**src/rtl/axilite_addr_fifo.sv**
```systemverilog
// AXI-Lite address-channel receiver: queues AxADDR/AxPROT beats in a DEPTH-entry FIFO for the decoder.
// Optional per-entry misalignment flag enabled by AXILITE_ADDR_MISALIGN_CHECK_EN.
module axilite_addr_fifo #(
    parameter int ADDR_WIDTH = 32,
    parameter int PROT_WIDTH = 3,
    parameter int DEPTH      = 4
) (
    input  logic                         clk,
    input  logic                         rst_n,
    input  logic [ADDR_WIDTH-1:0]        addr,
    input  logic [PROT_WIDTH-1:0]        prot,
    input  logic                         valid,
    output logic                         ready,
    input  logic                         deassert_addr,
    output logic [ADDR_WIDTH-1:0]        held_addr,
    output logic [PROT_WIDTH-1:0]        held_prot,
    output logic                         held_misaligned,
    output logic                         addr_ready,
    output logic [$clog2(DEPTH+1)-1:0]   count
);

    localparam int PW = $clog2(DEPTH);
    localparam int CW = $clog2(DEPTH+1);

    logic [ADDR_WIDTH-1:0] addr_mem_q [DEPTH];
    logic [ADDR_WIDTH-1:0] addr_mem_d [DEPTH];
    logic [PROT_WIDTH-1:0] prot_mem_q [DEPTH];
    logic [PROT_WIDTH-1:0] prot_mem_d [DEPTH];
    logic [PW-1:0]         wptr_q, wptr_d;
    logic [PW-1:0]         rptr_q, rptr_d;
    logic [CW-1:0]         count_q, count_d;
    logic                  ready_q, ready_d;
    logic                  push;
    logic                  pop;

    // ready is registered so it stays low through reset and has no path from valid
    assign push = valid && ready_q;
    assign pop  = deassert_addr && (count_q != '0);

    always_comb begin
        addr_mem_d = addr_mem_q;
        prot_mem_d = prot_mem_q;
        wptr_d     = wptr_q;
        rptr_d     = rptr_q;
        count_d    = count_q;
        if (push) begin
            addr_mem_d[wptr_q] = addr;
            prot_mem_d[wptr_q] = prot;
            wptr_d             = wptr_q + 1'b1;
        end
        if (pop) begin
            rptr_d = rptr_q + 1'b1;
        end
        case ({push, pop})
            2'b10:   count_d = count_q + CW'(1);
            2'b01:   count_d = count_q - CW'(1);
            default: count_d = count_q;
        endcase
        ready_d = (count_d != CW'(DEPTH));
    end

    always_ff @(posedge clk or negedge rst_n) begin
        if (!rst_n) begin
            for (int i = 0; i < DEPTH; i++) begin
                addr_mem_q[i] <= '0;
                prot_mem_q[i] <= '0;
            end
            wptr_q  <= '0;
            rptr_q  <= '0;
            count_q <= '0;
            ready_q <= 1'b0;
        end else begin
            addr_mem_q <= addr_mem_d;
            prot_mem_q <= prot_mem_d;
            wptr_q     <= wptr_d;
            rptr_q     <= rptr_d;
            count_q    <= count_d;
            ready_q    <= ready_d;
        end
    end

`ifdef AXILITE_ADDR_MISALIGN_CHECK_EN
    logic mis_mem_q [DEPTH];
    logic mis_mem_d [DEPTH];

    always_comb begin
        mis_mem_d = mis_mem_q;
        if (push) begin
            mis_mem_d[wptr_q] = (addr[1:0] != 2'b00);
        end
    end

    always_ff @(posedge clk or negedge rst_n) begin
        if (!rst_n) begin
            for (int i = 0; i < DEPTH; i++) begin
                mis_mem_q[i] <= 1'b0;
            end
        end else begin
            mis_mem_q <= mis_mem_d;
        end
    end

    assign held_misaligned = addr_ready ? mis_mem_q[rptr_q] : 1'b0;
`else
    assign held_misaligned = 1'b0;
`endif

    assign addr_ready = (count_q != '0);
    assign ready      = ready_q;
    assign count      = count_q;
    assign held_addr  = addr_ready ? addr_mem_q[rptr_q] : '0;
    assign held_prot  = addr_ready ? prot_mem_q[rptr_q] : '0;

endmodule

```
**config.mk**
```make
export PLATFORM = sky130hd
export DESIGN_NAME = axilite_addr_fifo
export DESIGN_NICKNAME = d
export VERILOG_FILES = /design/src/rtl/axilite_addr_fifo.sv
export SDC_FILE = /design/constraint.sdc
export NUM_CORES = 1
export LEC_CHECK = 0
export CORE_AREA = 2 2 142 144
export DETAILED_ROUTE_END_ITERATION = 8
export DIE_AREA = 0 0 144 146
export PLACE_DENSITY = 0.6
export SYNTH_ARGS = -nofsm -noshare
export SYNTH_HDL_FRONTEND = slang
export SYNTH_SLANG_ARGS = --single-unit
```
**constraint.sdc**
```tcl
create_clock -name clk -period 2.94 [get_ports clk]
set_input_delay 0.588 -clock clk [delete_from_list [all_inputs] [get_ports clk]]
set_output_delay 0.588 -clock clk [all_outputs]
set_load 0.03 [all_outputs]
```
==> run summary, run 1 <==
• net count reported at finish: 549
• TritonCTS buffer count: 17
• Clock Pin Slew Worst Setup and Hold Paths: 0.06 ns
• biggest fanout along the worst timing path: 16
• fraction of layout cells with a size suffix above 1: 0.5019
• final weighted congestion in routability-driven placement: 0.7419
• diode insertion count for antenna repair: 0
• all-layer global routing usage: 0.1435
• number of detailed-routing iterations run before antenna repair: 4
• Power Dens Cells: 1369 nW/um2
• Final Total Pwr: 11.59 mW
• port bufs: 78
• leading cell type in the layout, fill and taps excluded: sky130_fd_sc_hd__dfrtp_1
• placeable core region: 19330 um2
• run status: finished clean
• worst reg-to-reg path cell count: 8
• max-slew headroom at the worst pin: 0.5294
• remaining routing DRC violations: 0
• grt ovf: 0
• Most common cell on crit path: sky130_fd_sc_hd__buf_4
• number of design-rule violations left by the first detailed-router iteration: 77
• number of gates given a new drive strength after cts: 0
• count of yosys warnings during synthesis: 0
• flip-flop and latch count after synthesis: 148
• antenna viol nets, final: 0
• count of hold buffers inserted by post-cts repair: 0
• startpoint of the most critical register-to-register path: count[0]
• synthesized netlist cell count: 416
• CP bufs+invs: 2
• max-cap violation count: 0
• RSZ-0062 raised after global routing: no
• flop2flop setup slack: 0.61 ns
• Clock Latency Late Sink: 0.42 ns
• path category of the worst min-delay check: primary input to async pin
• transition time of the tightest slew-check pin: 0.7058 ns
• startpoint class of the critical path: register
• biggest area contributors in the synthesized netlist: sky130_fd_sc_hd__dfrtp_1, sky130_fd_sc_hd__mux2_2, sky130_fd_sc_hd__mux4_2
• Setup violations, final: 0
• Max Freq: 374.1 MHz
• number of buffers on the longest clock path: 2
• cell chosen for the clock root: sky130_fd_sc_hd__clkbuf_16
• Crit path max-delay family: multiplexers
• area added between synthesis and finish: 25.35%
• Slowest cell on crit path: sky130_fd_sc_hd__mux4_1
• syn nets: 461
• WL per Instance: 18.11 um
• final period demand of the worst path: 2.673 ns
• leading cell types in the layout, fill and taps excluded: sky130_fd_sc_hd__dfrtp_1, sky130_fd_sc_hd__mux2_2, sky130_fd_sc_hd__buf_4
• worst ir drop on vdd: 0.7191 mV
• # IOs: 80
• pin count of the biggest net entering global routing: 77
• reg-to-reg endpoint: ready
• number of hold violations in the final report: 0
• Die Y-Extent: 146 um
• CP Data Arrival Time: 2.09 ns
• starting density of the core: 0.3493
• wire length of the first global-routing pass: 22.78 mm
• die outline area: 21020 um2
• cell row count: 51
• Synth top area share: 0.5485
• final wirelength: 14.14 mm
• setup TNS: 0 ns
• Mapped Avg Cell Area: 16.23 um2
• Slew Viols, Final: 0
• number of sinks handled by clock tree synthesis: 148
• vias in the first global route: 4306
• distinct cell type count after synthesis: 23
• sequential-to-total area share from yosys stat: 0.5485
• CP required: 2.35 ns
• static leakage power: 3.598 nW
• critical-path cell list: buf_4 > mux4_1 > and2_1 > buf_4
• total vias in the final route: 3734
• H-tree depth: 4
• Cell Area, Synth: 6753 um2
• class of the most critical setup path: register to output port
• number of vias per cell after detailed routing: 4.781
• dominant cell type by area after synthesis: sky130_fd_sc_hd__dfrtp_1
• endpoint class of the critical path: output port
• maximum cell stage delay along the critical path: 0.60 ns
• die width: 144 um
• fin crit share: 0.9093
• setup bufs post-CTS: 0
• worst clock skew: 0.009102 ns
• initial antenna violation count: 0
• HPWL after detailed placement: 9.216 mm
• TritonCTS clock tree: done
[flip-flops by register name (all words and copies together), names as in the netlist]
name,flops
rptr_q,2
ready,1
count,3
prot_mem_q,12
addr_mem_q,128
wptr_q,2
[cell type report]
class	count	area, um2
flip-flops and latches	148	3706
well taps	265	331.6
clock buffers	23	498.0
inverters	5	18.77
repair buffers	96	917.1
fillers	1718	10870
multi-input cells	236	2846
clock inverters	8	146.4
[how the worst max path moves through the flow]
stage	from	endpoint	depth (start not counted)	slack, ns
after floorplan	count[0]	ready	9	0.39
after global placement	deassert_addr	ready	8	0.22
after detailed placement	deassert_addr	ready	8	0.12
after CTS	rptr_q[0]	held_addr[12]	4	0.23
after global routing	rptr_q[0]	held_addr[10]	4	0.18
final	rptr_q[0]	held_addr[12]	4	0.27
[worst register-to-register path, stage by stage, from the launching register on]
cell	delay, ns
sky130_fd_sc_hd__dfrtp_1	0.41
sky130_fd_sc_hd__or3_1	0.41
sky130_fd_sc_hd__and2_1	0.21
sky130_fd_sc_hd__ha_1	0.21
sky130_fd_sc_hd__inv_1	0.08
sky130_fd_sc_hd__fa_1	0.17
sky130_fd_sc_hd__xor2_1	0.07
sky130_fd_sc_hd__or3_1	0.33
sky130_fd_sc_hd__a211o_1	0.31
[per-layer routing]
layer | wire (um) | vias to the layer above | share of wire | GRT usage
li1 | - | 1694 | - | -
met1 | 6235 | 1954 | 0.44 | 0.1810
met2 | 7103 | 72 | 0.50 | 0.2376
met3 | 648 | 14 | 0.046 | 0.04179
met4 | 155 | 0 | 0.011 | 0.04461
met5 | 0 | - | 0 | 0
[Yosys cell counts]
cell type and number:
sky130_fd_sc_hd__o21ai_0 1, sky130_fd_sc_hd__conb_1 1, sky130_fd_sc_hd__xor2_1 2, sky130_fd_sc_hd__fa_1 1
sky130_fd_sc_hd__dfrtp_1 148, sky130_fd_sc_hd__buf_4 1, sky130_fd_sc_hd__nand3_1 1, sky130_fd_sc_hd__a211o_1 1
sky130_fd_sc_hd__clkbuf_1 4, sky130_fd_sc_hd__mux2i_1 1, sky130_fd_sc_hd__buf_6 1, sky130_fd_sc_hd__buf_2 18
sky130_fd_sc_hd__or3_1 2, sky130_fd_sc_hd__buf_12 3, sky130_fd_sc_hd__mux2_2 141, sky130_fd_sc_hd__mux4_2 28
sky130_fd_sc_hd__ha_1 5, sky130_fd_sc_hd__nand3_2 4, sky130_fd_sc_hd__nand2_1 2, sky130_fd_sc_hd__xnor2_1 3
sky130_fd_sc_hd__inv_1 5, sky130_fd_sc_hd__and2_1 36, sky130_fd_sc_hd__mux4_1 7
[per-stage QoR]
step | setup WS [ns] | hold WS [ns] | instance area, um2 | util | instances
after floorplan | 0.3918 | 0.2924 | 6753 | - | 416
after global placement | 0.2176 | 0.4790 | 7820 | 0.4045 | 750
final | 0.2667 | 0.1948 | 8464 | 0.4378 | 781
after detailed placement | 0.1209 | 0.4862 | 7820 | 0.4045 | 750
after global routing | 0.1811 | 0.2368 | 8464 | 0.4378 | 781
after CTS | 0.2258 | 0.2114 | 8464 | 0.4378 | 781
[power breakdown]
part	total (mW)	internal [mW]	switching, mW	leakage [nW]
clock network	2.33	1.53	0.806	0.315
registers	3.64	3.09	0.545	1.75
logic	5.62	2.99	2.63	1.54
[cells by family after synthesis]
logic type / after synthesis / share of synthesized area
buffers and inverters: 32 / 0.03002
adders and majority gates: 6 / 0.01223
xor gates and xnor gates: 5 / 0.006486
other: 1 / 0.0005553
AOI/OAI and AO/OA: 2 / 0.002038
and+or+nand+nor: 45 / 0.04299
DFF: 148 / 0.5485
muxes: 177 / 0.3572
(Power assumes the default switching activity.)
==> run 2: changes to the inputs <==
Settings changed: CORE_AREA 2 2 142 144 to 2 2 127 105, DIE_AREA 0 0 144 146 to 0 0 129 107, PLACE_DENSITY 0.6 to 0.84.
==> run summary, run 2 (same netlist as run 1, synthesis figures left out) <==
• area added between synthesis and finish: 23.07%
• total placed cells including tap cells: 659, -12%
• Max Freq: 351.1 MHz, -6.1%
• fraction of layout cells with a size suffix above 1: 0.4288, -0.07309
• initial antenna violation count: 0, unchanged
• leading cell types in the layout, fill and taps excluded: sky130_fd_sc_hd__dfrtp_1, sky130_fd_sc_hd__mux2_2, sky130_fd_sc_hd__clkdlybuf4s50_1
• Largest Register: addr_mem_q
• final-layout worst hold slack: 0.1832 ns, -0.01161 ns
• final wirelength: 13.76 mm, -2.7%
• fin crit share: 0.9687, +0.05945
• cell chosen for the clock root: sky130_fd_sc_hd__clkbuf_16
• worst slack after detailed placement: 0.1664 ns, +0.04546 ns
• number of non-filler instances in the completed layout: 695, -11%
• WL per Instance: 19.80 um, +9.3%
• vias in the first global route: 4294, -0.28%
• port bufs: 78, unchanged
• number of detailed-routing iterations run before antenna repair: 4, unchanged
• remaining routing DRC violations: 0, unchanged
• Die Y-Extent: 107 um, -27%
• class of the most critical setup path: register to output port
• setup TNS: 0 ns, unchanged
• CP required: 2.35 ns, about the same
• biggest fanout along the worst timing path: 29, +13
• die width: 129 um, -10%
• grt ovf: 0, unchanged
• run status: finished clean
• diode insertion count for antenna repair: 0, unchanged
• number of buffers on the longest clock path: 2, unchanged
• final weighted congestion in routability-driven placement: 0.7496, +1.0%
• H-tree depth: 4, unchanged
• max-cap violation count: 0, unchanged
• cell row count: 37, -27%
• final period demand of the worst path: 2.848 ns, +0.1748 ns
• CP Data Arrival Time: 2.26 ns, +0.17 ns
• wire length of the first global-routing pass: 22.34 mm, -2.0%
• Power Dens Cells: 1337 nW/um2, -2.4%
• leading cell type in the layout, fill and taps excluded: sky130_fd_sc_hd__dfrtp_1
• startpoint class of the critical path: register
• crit path setup slack, layout: 0.09189 ns, -0.1748 ns
• TritonCTS clock tree: done
• TritonCTS buffer count: 17, unchanged
• transition time of the tightest slew-check pin: 0.6980 ns, -0.007814 ns
• total vias in the final route: 3865, +3.5%
• Clock Latency Late Sink: 0.42 ns, about the same
• number of sinks handled by clock tree synthesis: 148, unchanged
• number of hold violations in the final report: 0, unchanged
• endpoint class of the critical path: output port
• all-layer global routing usage: 0.2178, +0.07430
• startpoint of the most critical register-to-register path: count[0]
• worst ir drop on vdd: 0.6628 mV, -7.8%
• HPWL after detailed placement: 8.781 mm, -4.7%
• worst clock skew: 0.007237 ns, -0.001865 ns
• antenna viol nets, final: 0, unchanged
• number of design-rule violations left by the first detailed-router iteration: 209, +170%
• net count reported at finish: 554, +0.91%
• launch point of the worst path: count[0]
• Slew Viols, Final: 0, unchanged
• placeable core region: 12550 um2, -35%
• RSZ-0062 raised after global routing: no
• pin count of the biggest net entering global routing: 76, -1.3%
• number of flip-flops under the largest register name: 128, unchanged
• number of vias per cell after detailed routing: 5.561, +16%
• die outline area: 13800 um2, -34%
• # IOs: 80, unchanged
• Clock Pin Slew Worst Setup and Hold Paths: 0.06 ns, about the same
• max-slew headroom at the worst pin: 0.5347, +0.005209
• static leakage power: 3.588 nW, -0.27%
• starting density of the core: 0.5382, +0.1890
• Setup violations, final: 0, unchanged
• path category of the worst min-delay check: primary input to async pin
==> run 2: cell count changes in the layout (fill, tap and decap cells not counted), moves of 3 or more <==
cell | before | now
sky130_fd_sc_hd__clkdlybuf4s50_1 | 42 | 46
sky130_fd_sc_hd__dlygate4sd2_1 | 0 | 31
sky130_fd_sc_hd__bufinv_16 | 4 | 1
sky130_fd_sc_hd__clkbuf_1 | 1 | 7
sky130_fd_sc_hd__buf_4 | 46 | 17
sky130_fd_sc_hd__clkbuf_8 | 5 | 1
==> run 2: timing repair <==
action | CTS | global route
gates resized for setup | 32 | 0
cloned | 0 | 1
pin swaps | 0 | 0
setup endpoints to repair | 34 | 2
buffers inserted | 1 | 4
hold buffers | 0 | 0
==> run 2: metal layers <==
metal / up-vias / global-route usage / wire (um)
met5: - / 0 / 0
met4: 0 / 0.09394 / 298
met3: 22 / 0.04940 / 463
met2: 75 / 0.3689 / 7222
met1: 2066 / 0.2702 / 5774
li1: 1702 / - / -
==> run 2: cell type report <==
type	instances	area [um2]
well taps	175	219.0
flip-flops and latches	148	3706
repair buffers	101	996.0
fillers	876	4235
inverters	5	18.77
multi-input cells	236	2851
clock buffers	25	465.4
clock inverters	5	53.80
==> run 2: through the flow <==
step                      power [mW]  instance area, um2  utilization
after floorplan                7.530                6753            -
after global placement         9.205                7750       0.6177
after detailed placement       9.440                7750       0.6177
after CTS                      11.11                8243       0.6570
after global routing           11.71                8310       0.6624
final                          11.11                8310       0.6624
==> run 2: worst paths after layout <==
| kind | endpoint | slack [ns] | cells past startpoint |
|---|---|---|---|
| min in group clk | addr_mem_q[76] | 0.49 | 1 |
| hold reg to reg | addr_mem_q[76] | 0.49 | 1 |
| setup reg to reg | ready | 0.55 | 8 |
| max in group asynchronous | addr_mem_q[99] | 1.91 | 2 |
| setup / recovery | held_addr[26] | 0.09 | 4 |
| hold / removal | addr_mem_q[101] | 0.18 | 1 |
==> run 2: report_power, final <==
| group | switching (mW) | internal (mW) |
|---|---|---|
| Sequential | 0.534 | 3.09 |
| Clock | 0.777 | 1.17 |
| Combinational | 2.67 | 2.87 |
| Total | 3.98 | 7.13 |
==> run 2: worst max-delay path, stage by stage, from the launching register on <==
cell and delay [ns]:
sky130_fd_sc_hd__dfrtp_1 0.42, sky130_fd_sc_hd__or3_4 0.47, sky130_fd_sc_hd__buf_12 0.20, sky130_fd_sc_hd__and2_1 0.15
sky130_fd_sc_hd__clkdlybuf4s50_1 0.59
==> run 3: changes to the inputs <==
Settings changed: GPL_ROUTABILITY_DRIVEN set to 0.
==> results of run 3 <==
The final DEF is identical to that of run 2; final timing and power are the same.
